===== src/rtl/sprite_dma_ctrl.sv =====
// Sprite DMA controller: a write of a page number to REG_ADDR halts the 6502 via RDY
// and copies 256 bytes from {page,$00..$FF} to DEST_ADDR, one bus cycle per clock.
module sprite_dma_ctrl #(
    parameter logic [15:0] REG_ADDR  = 16'h4014,
    parameter logic [15:0] DEST_ADDR = 16'h2004
) (
    input  logic        PHI0,
    input  logic        RES,
    input  logic [15:0] CPU_A,
    input  logic        CPU_RnW,
    input  logic [7:0]  CPU_D,
    input  logic [7:0]  BUS_D,
    output logic        RDY,
    output logic        DMA_GRANT,
    output logic [15:0] DMA_A,
    output logic        DMA_RnW,
    output logic [7:0]  DMA_D,
    output logic        BUSY
);

    typedef enum logic [2:0] {IDLE, HALT, ALIGN, READ, WRITE} state_t;

    state_t      state_q, state_d;
    logic [7:0]  idx_q, idx_d;
    logic [7:0]  page_q, page_d;
    logic        parity_q;

    logic        rdy_q, rdy_d;
    logic        grant_q, grant_d;
    logic [15:0] dmaAddr_q, dmaAddr_d;
    logic        dmaRnW_q, dmaRnW_d;
    logic [7:0]  dmaData_q, dmaData_d;
    logic        busy_q, busy_d;

    always_ff @(posedge PHI0) begin
        if (RES) begin
            state_q   <= IDLE;
            idx_q     <= 8'h00;
            page_q    <= 8'h00;
            parity_q  <= 1'b0;
            rdy_q     <= 1'b1;
            grant_q   <= 1'b0;
            dmaAddr_q <= 16'h0000;
            dmaRnW_q  <= 1'b1;
            dmaData_q <= 8'h00;
            busy_q    <= 1'b0;
        end else begin
            state_q   <= state_d;
            idx_q     <= idx_d;
            page_q    <= page_d;
            parity_q  <= ~parity_q;
            rdy_q     <= rdy_d;
            grant_q   <= grant_d;
            dmaAddr_q <= dmaAddr_d;
            dmaRnW_q  <= dmaRnW_d;
            dmaData_q <= dmaData_d;
            busy_q    <= busy_d;
        end
    end

    // HALT leaves on the stalled read; an ALIGN is inserted so READ lands on a GET cycle.
    always_comb begin
        state_d = state_q;
        idx_d   = idx_q;
        page_d  = page_q;
        case (state_q)
            IDLE: begin
                if (!grant_q && !CPU_RnW && (CPU_A == REG_ADDR)) begin
                    page_d  = CPU_D;
                    idx_d   = 8'h00;
                    state_d = HALT;
                end
            end
            HALT: begin
                if (CPU_RnW) begin
                    state_d = parity_q ? READ : ALIGN;
                end
            end
            ALIGN: state_d = READ;
            READ:  state_d = WRITE;
            WRITE: begin
                idx_d   = idx_q + 8'h01;
                state_d = (idx_q == 8'hFF) ? IDLE : READ;
            end
            default: state_d = IDLE;
        endcase
    end

    // Outputs are registered, so they are derived from the state being entered.
    always_comb begin
        rdy_d     = (state_d == IDLE);
        busy_d    = (state_d != IDLE);
        grant_d   = (state_d == ALIGN) || (state_d == READ) || (state_d == WRITE);
        dmaRnW_d  = (state_d != WRITE);
        dmaAddr_d = dmaAddr_q;
        if ((state_d == ALIGN) || (state_d == READ)) begin
            dmaAddr_d = {page_d, idx_d};
        end else if (state_d == WRITE) begin
            dmaAddr_d = DEST_ADDR;
        end
        dmaData_d = (state_q == READ) ? BUS_D : dmaData_q;
    end

    assign RDY       = rdy_q;
    assign DMA_GRANT = grant_q;
    assign DMA_A     = dmaAddr_q;
    assign DMA_RnW   = dmaRnW_q;
    assign DMA_D     = dmaData_q;
    assign BUSY      = busy_q;

endmodule


===== config.mk =====
export PLATFORM = sky130hd
export DESIGN_NAME = sprite_dma_ctrl
export DESIGN_NICKNAME = d
export VERILOG_FILES = /design/src/rtl/sprite_dma_ctrl.sv
export SDC_FILE = /design/constraint.sdc
export NUM_CORES = 1
export LEC_CHECK = 0
export ABC_AREA = 1
export CAP_MARGIN = 40
export CORE_ASPECT_RATIO = 1.4
export CORE_MARGIN = 1.5
export CORE_UTILIZATION = 26
export DETAILED_ROUTE_END_ITERATION = 16
export GPL_TIMING_DRIVEN = 0
export PLACE_DENSITY = 0.54
export SLEW_MARGIN = 10
export SYNTH_ARGS = -nofsm -noshare
export SYNTH_HDL_FRONTEND = slang
export SYNTH_SLANG_ARGS = --single-unit

===== constraint.sdc =====
create_clock -name PHI0 -period 1.71 [get_ports PHI0]
set_input_delay 0.342 -clock PHI0 [delete_from_list [all_inputs] [get_ports PHI0]]
set_output_delay 0.342 -clock PHI0 [all_outputs]
set_load 0.1 [all_outputs]

==> results of run 1 <==
per-stage QoR:
| stage | instance area (sq um) | util, % | instances | setup WS (ps) |
|---|---|---|---|---|
| floorplan | 2170 | - | 302 | 174.8 |
| finish | 3769 | 46.25 | 507 | 31.45 |
| global route | 3769 | 46.25 | 507 | -17.25 |
| CTS | 3602 | 44.20 | 504 | 0.02531 |
| detailed placement | 3376 | 41.42 | 494 | -411.5 |
| global placement | 2918 | 35.81 | 466 | -395.3 |
sequential cells by signal, summed over array words and instances, names as in the netlist:
signal,count
state_q,3
RDY,1
DMA_D,8
page_q,8
DMA_GRANT,1
DMA_RnW,1
BUSY,1
DMA_A,16
parity_q,1
idx_q,8
cell families (layout without fill, tap and decap cells):
family	after synthesis	after routing	share of synthesized area, %
DFF	48	48	44.32
xor gates and xnor gates	1	1	0.4040
buffers and inverters	57	160	10.85
adders and majority gates	1	1	0.5769
and+or+nand+nor	172	172	38.26
AOI/OAI and AO/OA	23	23	5.597
placed cells by master (no fill, tap or decap), types with 2 or more instances in the layout:
cell type,Yosys,final
sky130_fd_sc_hd__a21oi_1,6,6
sky130_fd_sc_hd__and2_1,2,2
sky130_fd_sc_hd__and3_1,8,8
sky130_fd_sc_hd__buf_12,0,14
sky130_fd_sc_hd__buf_16,0,3
sky130_fd_sc_hd__buf_2,3,2
sky130_fd_sc_hd__buf_4,0,8
sky130_fd_sc_hd__buf_6,2,4
sky130_fd_sc_hd__buf_8,0,11
sky130_fd_sc_hd__bufinv_16,0,2
sky130_fd_sc_hd__clkbuf_1,3,2
sky130_fd_sc_hd__clkbuf_16,0,5
sky130_fd_sc_hd__clkdlybuf4s50_1,0,37
sky130_fd_sc_hd__dfxtp_1,48,45
sky130_fd_sc_hd__dfxtp_2,0,3
sky130_fd_sc_hd__dlygate4sd2_1,0,5
sky130_fd_sc_hd__dlymetal6s2s_1,0,17
sky130_fd_sc_hd__inv_1,40,35
sky130_fd_sc_hd__inv_2,6,12
sky130_fd_sc_hd__nand2_1,56,52
sky130_fd_sc_hd__nand2_2,0,4
sky130_fd_sc_hd__nand3_1,33,30
sky130_fd_sc_hd__nand3_2,0,3
sky130_fd_sc_hd__nand3b_1,3,3
sky130_fd_sc_hd__nand4_1,12,12
sky130_fd_sc_hd__nor2_1,44,40
sky130_fd_sc_hd__nor2_2,1,4
sky130_fd_sc_hd__nor2_4,1,2
sky130_fd_sc_hd__nor2_8,2,2
sky130_fd_sc_hd__nor3_1,5,5
sky130_fd_sc_hd__o21ai_0,13,13
sky130_fd_sc_hd__o21ai_1,2,2
power by group:
group	internal (mW)	switching [mW]
Clock	0.830	0.416
Combinational	0.0801	0.0584
Sequential	1.12	0.000684
Total	2.03	0.475
layout make-up:
| class | instances | area, sq um | area share (%) |
|---|---|---|---|
| plain buffers | 8 | 56.30 | 1.494 |
| repair buffers | 96 | 1226 | 32.54 |
| multi-input cells | 197 | 1022 | 27.12 |
| clock inverters | 2 | 60.06 | 1.594 |
| flip-flops and latches | 48 | 964.7 | 25.60 |
| inverters | 49 | 186.4 | 4.947 |
| clock buffers | 5 | 125.1 | 3.320 |
| well taps | 102 | 127.6 | 3.386 |
worst max-delay path by stage:
stage	from	end	cells after the start
final	DMA_A[6]	DMA_A[6]	2
after global routing	idx_q[0]	DMA_A[10]	8
after CTS	DMA_D[5]	DMA_D[5]	2
after detailed placement	CPU_RnW	page_q[0]	8
after global placement	CPU_RnW	page_q[6]	8
after floorplan	DMA_GRANT	page_q[0]	7
what timing repair did:
item / in CTS / in global routing
resized for setup: 12 / 53
endpoints found under the setup margin: 30 / 47
setup buffers: 3 / 6
pin swaps: 3 / 13
hold buffers: 0 / 0
per-layer routing:
| metal | vias to the layer above | GRT usage, % | wire (microns) |
|---|---|---|---|
| met1 | 994 | 16.23 | 2587 |
| met4 | 0 | 5.172 | 137 |
| met2 | 57 | 24.82 | 3116 |
| met3 | 11 | 2.716 | 277 |
| li1 | 1170 | - | - |
| met5 | - | 0 | 0 |
==> results list, run 1 <==
- Startpoint type of the worst setup path: register
- Clock-pin transition on the worst setup and hold timing paths: 70 ps
- The number of buffers and inverters on the critical path is 2.
- The count of buffers added on input and output ports is 62.
* Mapped cell area: 2168 sq um
- First-pass DRT Iterations: 4
- CP endpoint kind: primary output
* Worst min path class: register to register
- Yosys attributes the largest share of cell area to sky130_fd_sc_hd__dfxtp_1, sky130_fd_sc_hd__nand2_1, sky130_fd_sc_hd__nand3_1.
- Last weighted congestion value of the routability-driven placer: 0.7998
* Worst flop-to-flop path endpoint: DMA_A[9]
* Number of antenna violations at the first check in global routing: 0
* Min-Delay Startpoint: parity_q
* Total DRC errors in the routed layout: 0
* TNS Setup: 0 ps
- Period minus WS final: 1679 ps
- After synthesis the netlist holds a flip-flop and latch count of 48.
- Between clock sinks in the finished design, the worst skew comes to 6.490 ps.
- For the worst setup path, the data arrival time is 1340 ps.
- Via count of the first global-routing pass: 2171
- In this run the tightest slew margin relative to its limit is 59.79%.
* Antenna cells: 0
* Most common cell in the netlist: sky130_fd_sc_hd__nand2_1
* Worst Tran Pin Value: 601.3 ps
* Number of I/O pins: 63
- The worst register-to-register path begins at idx_q[0].
- Among all stages on the critical path, the largest delay is contributed by sky130_fd_sc_hd__clkdlybuf4s50_1.
- Proportion of layout cells with a drive suffix above 1: 21.23%
- Number of standard cells after synthesis: 302
- After the first detailed-routing iteration, the DRC count stood at 78.
- Wire length per cell after detailed routing: 12.07 microns
- Drt via density: 4.402
- The flow ran to the end, and the final reports show no timing, DRC or antenna violations.
* Flop-to-flop setup slack: 100 ps
* Filler cells: 780
* Total routed wirelength: 6118 microns
- Synth async-reset ratio: 0%
- TritonCTS built the clock tree.
- The final count of pins violating max slew is 0.
* GR Overflow Total: 0
* Count of endpoints failing setup in the final report: 0
- In this run the power density over the cells is 664.3 nW/um^2.
* Area of the core: 8149 sq um
- Kind of critical path: register to primary output
- The cell family contributing the most delay on the critical path is buffers and inverters.
- Required time of the worst setup path: 1370 ps
- Clock tree synthesis inserted a total of 5 buffers.
- Of all nets on the critical path, the largest fanout is 2.
- X dimension of the die: 80.18 microns
- Highest clock rate: 595.8 MHz
- In this run, synthesis inferred 0 flip-flops with an integrated enable.
- The die covers 8904 sq um.
* Seq/Total Area, Yosys: 44.32%
- The wire-length estimate of the detail-placed layout is 4380 microns.
* Synth Area per Inst: 7.180 sq um
* Worst hold-check slack: 412.9 ps
* Floorplan die height: 111.1 microns
- Cell count of the worst hold path: 1
* # clock sinks: 48
* R2r worst-path depth: 8
- The initial utilization of the core area, before any placement, comes to 26.61%.
* Fraction of the cycle the final worst path needs: 98.16%
- Count of final hold-check violations: 0
- The tree is rooted in a sky130_fd_sc_hd__clkbuf_16.
* Wire length of the first global-routing pass: 9915 microns
- Traced cell by cell, the critical path runs through clkdlybuf4s50_1 > buf_8.
* Maximum level of the CTS H-tree: 2
- Entering global routing, the biggest net connects 15 pins.
* Most used DFF post-synth: sky130_fd_sc_hd__dfxtp_1
* Post-Synthesis Net Count: 338
- Summed over all cells, the static leakage comes to 1.899 nW.
- Cell taking the most area after synthesis: sky130_fd_sc_hd__dfxtp_1
* Largest buffer count on any clock path: 2
* Endpoint with the worst hold slack: parity_q
* Peak VDD IR: 0.4205 mV
- Crit path largest cell delay: 510 ps
* Overall Global Routing Usage: 14.01%
* Max Cap Viol: 0
- Post-layout power: 2.504 mW
- Of the post-synthesis cell area, the dominant cell type holds 44.32%.
- Summing over every cut layer, the via total after detailed routing is 2232.
- Relative to the synthesized area, the layout overhead comes to 73.80%.
* Number of nets in the final layout: 441
* Number of placement rows: 39
- Synthesis warning total: 0
- After synthesis, the most frequently instantiated cells are sky130_fd_sc_hd__nand2_1, sky130_fd_sc_hd__dfxtp_1, sky130_fd_sc_hd__nor2_1.
- Insertion delay of the later-clocked pin in the worst-skew pair: 290 ps
- The count of nets left with antenna violations once routing finished came out at 0.
* Netlist cell types: 31
Note: power is estimated with default switching activity, not from simulation.
==> run 2: changes to the inputs <==
==> constraint.sdc (replaced) <==
create_clock -name PHI0 -period 1.55 [get_ports PHI0]
set_input_delay 0.31 -clock PHI0 [delete_from_list [all_inputs] [get_ports PHI0]]
set_output_delay 0.31 -clock PHI0 [all_outputs]
set_load 0.1 [all_outputs]
==> run 2 against run 1 <==
Net effect:
- global-route usage grew 0.42 points
- total power rose by 11%
- critical path depth increased by 6
- die area unchanged
- clock power is 11% higher
==> results list, run 2 (synthesized netlist as in run 1, its figures left out) <==
- The tree is rooted in a sky130_fd_sc_hd__clkbuf_16.
- The final count of pins violating max slew is 0.
- Flip-flop count of the largest register, all copies and words added: 16
* Largest net degree at the start of global routing: 15
- CTS tree: done
- Worst min path class: register to register
- Dividing total power by cell area gives a power density of 695.9 nW/um^2.
- Number of instances in the placed design: 494
* Comb pwr share: 5.7%
- Period minus WS final: 1501 ps
- Critical-path cell list: ha_4 > nand3_4 > o21ai_4 > nand2_4 > buf_4 > buf_4 > nand4_1 > nand2_1
* Highest clock rate: 666.2 MHz
- HPWL after DPL: 4380 microns
- Summed over all layers, the routed wires come to 6369 microns.
* Number of I/O pins: 63
- The number of antenna violations at the first check in global routing is 0.
* Required time of the worst setup path: 1730 ps
* Number of placement rows: 39
- Post-layout power: 2.776 mW
- Buffers inserted to repair hold after CTS numbered 0.
* Number of I/O port buffers: 62
- Number of nets in the final layout: 454
* Largest buffer count on any clock path: 2
- CP endpoint kind: register
* Worst Tran Pin Value: 523.6 ps
- Worst hold-check slack: 413.6 ps
- The repair_antennas step left the layout with diodes totalling 0.
* Most common library cell in the layout ignoring fill and taps: sky130_fd_sc_hd__nand2_1
- Overall Global Routing Usage: 14.42%
* Die footprint: 8904 sq um
- Post-layout utilization of the core: 48.95%
* Startpoint type of the worst setup path: register
- The core region is 8149 sq um.
* Clock buffer count from CTS: 5
- First-pass DRT Iterations: 4
- For this run, the slowest stage of the critical path takes 370 ps.
- Wire length per cell after detailed routing: 12.25 microns
* Clock-pin transition on the worst setup and hold timing paths: 70 ps
- Peak VDD IR: 0.4729 mV
- The via count of the first global-routing pass came to 2172.
- The filler cells instantiated in the layout total 767.
- Of all nets on the critical path, the largest fanout is 7.
- Leaving out fill and tap cells, the most frequent cells in the layout are sky130_fd_sc_hd__nand2_1, sky130_fd_sc_hd__dfxtp_1, sky130_fd_sc_hd__nor2_1.
- For this design, the sink count on the clock tree is 48.
- Of the total power, the share spent switching nets is 19.36%.
- Fin cells: 520
- The tool flagged a number of max-cap violations equal to 0.
- The floorplan step set the die width to 80.18 microns.
- For the final routed database, the setup TNS stands at 0 ps.
* Insertion delay of the later-clocked pin in the worst-skew pair: 290 ps
- For this run the aggregate overflow at the end of global routing stands at 0.
- Part of the total power dissipated in sequential elements: 44.4%
- The number of hold violations in the final report was 0.
* Drt via density: 4.431
* ANT nets after route: 0
- Outcome: finished, final reports clean
- Fraction of the cycle the final worst path needs: 96.85%
* Placed instance area: 3376 sq um
* Wire length of the first global-routing pass: 10140 microns
- Setup repair after global routing could not meet its margin everywhere.
* Worst slew margin relative to its limit: 65.09%
- For this run, design rule violations remaining after detail routing come to 0.
* Worst setup skew after layout: 6.698 ps
- In this run the static leakage power is 2.005 nW.
- Effective utilization at floorplan: 26.61%
- Critical path's most frequent cell: sky130_fd_sc_hd__buf_4
* Cell Int Power: 2.239 mW
- The detailed router placed 2304 vias in this run.
- Net load switching power: 0.5373 mW
* Worst slack at placement: -539.5 ps
* Slowest cell on the critical path: sky130_fd_sc_hd__dfxtp_4
* Syn-to-layout area delta: 83.96%
* Area of all placed cells without fillers: 3989 sq um
- After layout, the worst setup slack is 48.87 ps.
- For the worst setup path, the data arrival time is 1680 ps.
* Last weighted congestion value of the routability-driven placer: 0.7998
- Count of endpoints failing setup in the final report: 0
- Proportion of layout cells with a drive suffix above 1: 26.56%
- Floorplan die height: 111.1 microns
- In this run, the clock network consumes 49.9% of the power.
* Violation count after the first detailed-routing iteration: 84
- Maximum level of the CTS H-tree: 2
- The setup path with the least slack is of type register to register.
==> run 2: cell count changes in the layout (fill, tap and decap cells not counted), sizes merged <==
cell	before	now
dlygate4sd2	5	24
dlymetal6s2s	17	15
buf	42	57
inv	48	47
clkdlybuf4s50	37	18
clkinv	1	2
==> run 2: path summary, 6_finish.rpt <==
check | startpoint | endpoint | cells past startpoint | slack [ps]
worst min register to register | parity_q | parity_q | 1 | 410
worst max-delay path | idx_q[0] | DMA_A[9] | 8 | 50
worst max register to register | idx_q[0] | DMA_A[9] | 8 | 50
worst min-delay path | parity_q | parity_q | 1 | 410
==> run 2: layout make-up <==
type / count / area, sq um / share of cell area, %
inverter: 49 / 192.7 / 4.831
clock buffer: 5 / 125.1 / 3.137
clock inverter: 2 / 60.06 / 1.506
multi-input combinational: 197 / 1090 / 27.32
tap: 102 / 127.6 / 3.199
sequential: 48 / 974.7 / 24.44
buffer: 8 / 60.06 / 1.506
timing repair buffer: 109 / 1359 / 34.07
==> run 2: what timing repair did <==
action,CTS,global route
gates resized for setup,64,49
buffers inserted,10,13
cloned,0,1
endpoints found under the setup margin,70,40
pin swaps,5,21
==> run 2: per-layer routing <==
| metal | GRT usage [%] | vias to the layer above | share of wire, % |
|---|---|---|---|
| met5 | 0 | - | 0 |
| met4 | 5.172 | 0 | 1.4 |
| met3 | 2.387 | 6 | 3.7 |
| met2 | 26.11 | 45 | 53 |
| met1 | 16.53 | 1057 | 42 |
| li1 | - | 1196 | - |
==> run 2: worst max-delay path: cells and delay by family, from the launching register on <==
family	cells	cell delay [ps]
adder cells (fa/ha/maj)	1	150
AND/OR/NAND/NOR	4	390
flip-flops	1	370
AO/OA/AOI/OAI	1	210
buffers and inverters	2	280
==> run 2: power groups by stage <==
stage / logic [mW] / clock network (mW) / registers [mW]
floorplan: 0.0417 / 0 / 1.26
global placement: 0.149 / 0 / 1.26
detailed placement: 0.149 / 0 / 1.26
CTS: 0.159 / 1.40 / 1.24
global route: 0.175 / 1.44 / 1.23
finish: 0.159 / 1.39 / 1.23
